[src/rtl/chebyshev_computation_v2.sv]
// ---------------------------------------------------------------------------
// chebyshev_computation_v2
//
// Streaming fixed-point Chebyshev term stage: data_out = c * T2(x), where
// T2(x) = 2x^2 - 1. The datapath is fully pipelined and accepts one sample per
// clock. Inputs sampled on rising edge k appear on data_out after edge k+2.
// All products are full precision, so nothing is rounded or saturated.
//
// Parameters
//   WL        word length of data_in,  signed Q0.(WL-1)
//   CL        word length of coeff_in, signed Q1.(CL-2)
//   WIDENING  extra sign-extension bits on data_out
//   OUT       derived output width, 2*WL + CL + WIDENING
//
// Ports
//   clock     rising-edge clock for all registers
//   resetn    asynchronous reset, ACTIVE HIGH despite its name
//   data_in   sample x,      WL bits signed
//   coeff_in  coefficient c, CL bits signed
//   data_out  c*(2x^2-1),    OUT bits signed, 2(WL-1)+(CL-2) fraction bits
// ---------------------------------------------------------------------------
module chebyshev_computation_v2 #(
   parameter  int WL       = 4,
   parameter  int CL       = 4,
   parameter  int WIDENING = 0,
   localparam int OUT      = 2*WL + CL + WIDENING
) (
   input  logic                  clock,
   input  logic                  resetn,
   input  logic signed [WL-1:0]  data_in,
   input  logic signed [CL-1:0]  coeff_in,
   output logic signed [OUT-1:0] data_out
);

   localparam int TW = 2*WL;        // T2 width: 2 integer bits, 2(WL-1) fraction
   localparam int PW = 2*WL + CL;   // full-precision product width

   // 1.0 aligned to the 2(WL-1) fraction bits of x*x.
   localparam logic signed [TW-1:0] ONE = TW'(1) << (2*(WL-1));

   // Stage registers and their next-state values.
   logic signed [WL-1:0]  x_q,        x_d;
   logic signed [CL-1:0]  c_q,        c_d;
   logic signed [TW-1:0]  t2_q,       t2_d;
   logic signed [CL-1:0]  c2_q,       c2_d;
   logic signed [OUT-1:0] data_out_q, data_out_d;

   // Operands widened up front so every product is computed at its
   // destination width and stays exact.
   logic signed [TW-1:0] x_ext;
   logic signed [TW-1:0] sq;
   logic signed [PW-1:0] t2_ext;
   logic signed [PW-1:0] c2_ext;
   logic signed [PW-1:0] prod;

   always_comb begin
      // S1: capture the raw inputs.
      x_d    = data_in;
      c_d    = coeff_in;

      // S2: T2 = 2x^2 - 1. For x = -1 the shift wraps past the sign bit, but
      // the subtraction brings the modular result back to exactly +1.0.
      x_ext  = TW'(x_q);
      sq     = x_ext * x_ext;
      t2_d   = (sq <<< 1) - ONE;
      c2_d   = c_q;              // keeps the coefficient aligned with t2

      // S3: exact product, then sign-extend into the guard bits.
      t2_ext     = PW'(t2_q);
      c2_ext     = PW'(c2_q);
      prod       = t2_ext * c2_ext;
      data_out_d = OUT'(prod);
   end

   // NOTE: sequential state uses non-blocking assignments so every stage
   // samples the previous stage's value from before the edge.
   always_ff @(posedge clock or posedge resetn) begin
      if (resetn) begin
         x_q        <= '0;
         c_q        <= '0;
         t2_q       <= '0;
         c2_q       <= '0;
         data_out_q <= '0;
      end else begin
         x_q        <= x_d;
         c_q        <= c_d;
         t2_q       <= t2_d;
         c2_q       <= c2_d;
         data_out_q <= data_out_d;
      end
   end

   assign data_out = data_out_q;

endmodule

[config.mk]
export PLATFORM = sky130hd
export DESIGN_NAME = chebyshev_computation_v2
export DESIGN_NICKNAME = d
export VERILOG_FILES = /design/src/rtl/chebyshev_computation_v2.sv
export SDC_FILE = /design/constraint.sdc
export NUM_CORES = 1
export LEC_CHECK = 0
export CAP_MARGIN = 20
export CORE_MARGIN = 2
export CORE_UTILIZATION = 35
export CTS_CLUSTER_DIAMETER = 100
export DETAILED_ROUTE_END_ITERATION = 8
export PLACE_DENSITY_LB_ADDON = 0.05
export SKIP_CTS_REPAIR_TIMING = 1
export SLEW_MARGIN = 20
export SYNTH_ARGS = -nofsm -noshare
export SYNTH_HDL_FRONTEND = slang
export SYNTH_SLANG_ARGS = --single-unit
export TNS_END_PERCENT = 5
[constraint.sdc]
create_clock -name clock -period 6.7 [get_ports clock]
set_input_delay 1.675 -clock clock [delete_from_list [all_inputs] [get_ports clock]]
set_output_delay 1.675 -clock clock [all_outputs]
set_load 0.005 [all_outputs]
==> flow_metrics.py <==
metrics = {
    "detailed_routing": {
        "route.detailed.drc": 0,
        "vias_per_cell": 4.46,
        "routedWlPerCell_um": 11.5,
        "dr_total_vias": 1226,
        "ant_nets": 0,
        "wl_um": 3170,
        "firstDrtPassIters": 4,
        "drtIter0Drc": 34,
    },
    "yosys": {
        "yosys.cell_types.count": 26,
        "synth_area_leaders": "dfrtp_1, fa_1, ha_1",
        "synth-seq-area-share_pct": 36.0,
        "synth_fp_nets": 231,
        "syn_area_um2": 2010,
        "synth.avg_cell_area_um2": 11.4,
        "synthCells": 176,
        "ys.flop_type": "dfrtp_1",
        "synth_edf_count": 0,
        "async_flop_share_pct": 100,
        "synth_warnings": 0,
        "synth_top_area_share_pct": 36.0,
        "yosysTopAreaCell": "dfrtp_1",
        "ys_ff_latch": 29,
    },
    "global_routing": {
        "grt_usage_pct": 12.6,
        "grt_antenna_before_repair": 0,
        "grt_overflow": 0,
        "grt_pass1_vias": 1408,
        "grt_first_pass_wirelength_um": 6160,
        "grt_max_degree": 30,
    },
    "worst_setup_path": {
        "path_cells": "and2_1 > fa_1 > fa_1 > ha_1 > inv_1 > fa_1 > nor2b_1 > o21ai_0 > a2111o_1 > o311ai_1",
        "cp.required_ns": 6.87,
        "cp_common_cell": "fa_1",
        "cp_max_fo": 7,
        "end_kind": "flip-flop",
        "rrSetupSlack_ns": 3.42,
        "r2r_cells": 10,
        "r2r-end": "data_out[10]$_DFF_PP0_",
        "max_stage_delay_ns": 0.49,
        "critPathBufInv": 1,
        "cp.arrival_ns": 3.46,
        "timing.rr.start": "c2_q[2]$_DFF_PP0_",
        "worst_path_max_delay_cell": "fa_1",
        "worstSetupStartpointType": "flip-flop",
        "path_class": "flip-flop to flip-flop",
        "crit_family": "adder cells",
    },
    "sta": {
        "max_freq_mhz": 305,
        "slew_viol_final": 0,
        "period_minus_slack_ns": 3.28,
        "hold_violations": 0,
        "worstMarginPinSlew_ns": 0.590,
        "period_share_pct": 49.0,
        "setup-tns-final_ns": 0,
        "fin_skew_ns": 0.0104,
        "rsz0062_at_grt": "false",
        "relSlewSlack_pct": 60.6,
        "finalSetupViolCount": 0,
    },
    "die": {
        "start_util_pct": 36.3,
        "die_h_um": 79.8,
        "die_area_um2": 6370,
        "core_area_um2": 5540,
        "placementRows": 27,
        "fp.dieW_um": 79.8,
        "ios": 22,
    },
    "worst_hold_path": {
        "holdPathStages": 0,
        "min_from": "c2_d[0]$_DFF_PP0_",
        "min_path_type": "flip-flop to flip-flop",
        "hold_end": "c2_q[0]$_DFF_PP0_",
    },
    "cells_and_area": {
        "area_growth_syn_to_layout_pct": 20.0,
        "antenna_cells": 0,
        "fin_nets": 257,
        "nFillCells": 545,
        "drive_gt1_share_pct": 5.42,
    },
    "clock_network": {
        "clkLatencyLatePin_ns": 0.28,
        "cts_max_level": 2,
        "cts_root_buffer": "clkbuf_8",
        "cts_num_sinks": 29,
        "clock_path_buffers": 2,
        "cts_tree": "yes",
        "numCtsBuffers": 5,
        "clkTransAtPathRegs_ns": 0.07,
    },
    "power": {
        "p_total_mw": 1.07,
        "power.leakage_nw": 1.16,
        "p_per_area_nw_per_um2": 442,
        "ir_drop_uv": 138,
    },
    "flow_run": {
        "maxCapViolations": 0,
    },
    "placement": {
        "dp_hpwl_um": 2640,
        "place_congestion": 0.744,
        "portBuffers": 20,
    },
    "status": {
        "status": "complete, no violations",
    },
}
-- power by group --
group	internal, mW	switching [mW]	total, mW
Sequential	0.225	0.0206	0.245
Combinational	0.314	0.318	0.632
Clock	0.121	0.0690	0.190
-- cell type report --
| cell class | instances | area [um2] | area share, % |
|---|---|---|---|
| clock inverter | 2 | 37.5 | 1.55 |
| tap | 72 | 90.1 | 3.73 |
| sequential | 29 | 726 | 30.0 |
| inverter | 27 | 101 | 4.19 |
| multi-input combinational | 119 | 1180 | 48.8 |
| timing repair buffer | 20 | 200 | 8.29 |
| clock buffer | 6 | 82.6 | 3.42 |
-- synthesized netlist by cell type (2+ instances only) --
cell type	count
nor2b_1	8
and2_1	19
dfrtp_1	29
inv_1	27
fa_1	18
xor2_1	3
xnor2_1	11
nand2b_1	2
o22ai_1	2
nand2_1	5
nor2_1	8
ha_1	27
a21oi_1	4
-- registers in the layout (all words and copies together), names as in the netlist --
name,cells
t2_q,6
c2_d,4
data_out,11
c2_q,4
x_q,4
-- layout by cell type, fill, tap and decap left out, types with 2 or more instances in the layout --
cell / count
clkbuf_8: 6
xnor2_1: 11
dfrtp_1: 29
nand2_1: 5
inv_1: 26
xor2_1: 3
and2_1: 19
ha_1: 27
nand2b_1: 2
clkdlybuf4s50_1: 20
a21oi_1: 4
fa_1: 18
nor2_1: 8
nor2b_1: 8
o22ai_1: 2
-- stage by stage --
| step | setup WS [ns] | cell area (um2) | hold WS [ns] | utilization (%) | instances |
|---|---|---|---|---|---|
| 2_1_floorplan | 3.59 | 2010 | 0.331 | - | 176 |
| 3_3_place_gp | 3.47 | 2300 | 0.333 | 41.4 | 267 |
| 3_5_place_dp | 3.40 | 2300 | 0.335 | 41.4 | 267 |
| 4_1_cts | 3.38 | 2420 | 0.350 | 43.6 | 275 |
| 5_1_grt | 3.21 | 2420 | 0.367 | 43.6 | 275 |
| 6_report | 3.42 | 2420 | 0.347 | 43.6 | 275 |
-- layer usage --
metal	track usage (%)	vias up	share of wire, %
li1	-	600	-
met1	13.2	601	40
met2	23.3	19	54
met3	3.85	6	3.9
met4	4.92	0	1.8
met5	0	-	0
-- logic make-up after synthesis --
family | count (synthesis) | synth area share, %
adder cells (fa/ha/maj) | 45 | 34.7
AO/OA/AOI/OAI | 11 | 3.67
AND/OR/NAND/NOR | 46 | 12.6
buffers and inverters | 28 | 5.41
XOR/XNOR | 15 | 6.90
other | 1 | 0.186
flip-flops | 29 | 36.0
multiplexers | 1 | 0.559
-- worst max-delay path by stage --
stage / from / end / slack [ns] / cells past startpoint
floorplan: c2_q[2]$_DFF_PP0_ / data_out[10]$_DFF_PP0_ / 3.59 / 10
global placement: c2_q[2]$_DFF_PP0_ / data_out[10]$_DFF_PP0_ / 3.47 / 10
detailed placement: c2_q[2]$_DFF_PP0_ / data_out[10]$_DFF_PP0_ / 3.40 / 10
CTS: c2_q[3]$_DFF_PP0_ / data_out[10]$_DFF_PP0_ / 3.38 / 9
global route: c2_q[3]$_DFF_PP0_ / data_out[10]$_DFF_PP0_ / 3.21 / 9
finish: c2_q[2]$_DFF_PP0_ / data_out[10]$_DFF_PP0_ / 3.42 / 10
(Power assumes the default switching activity.)
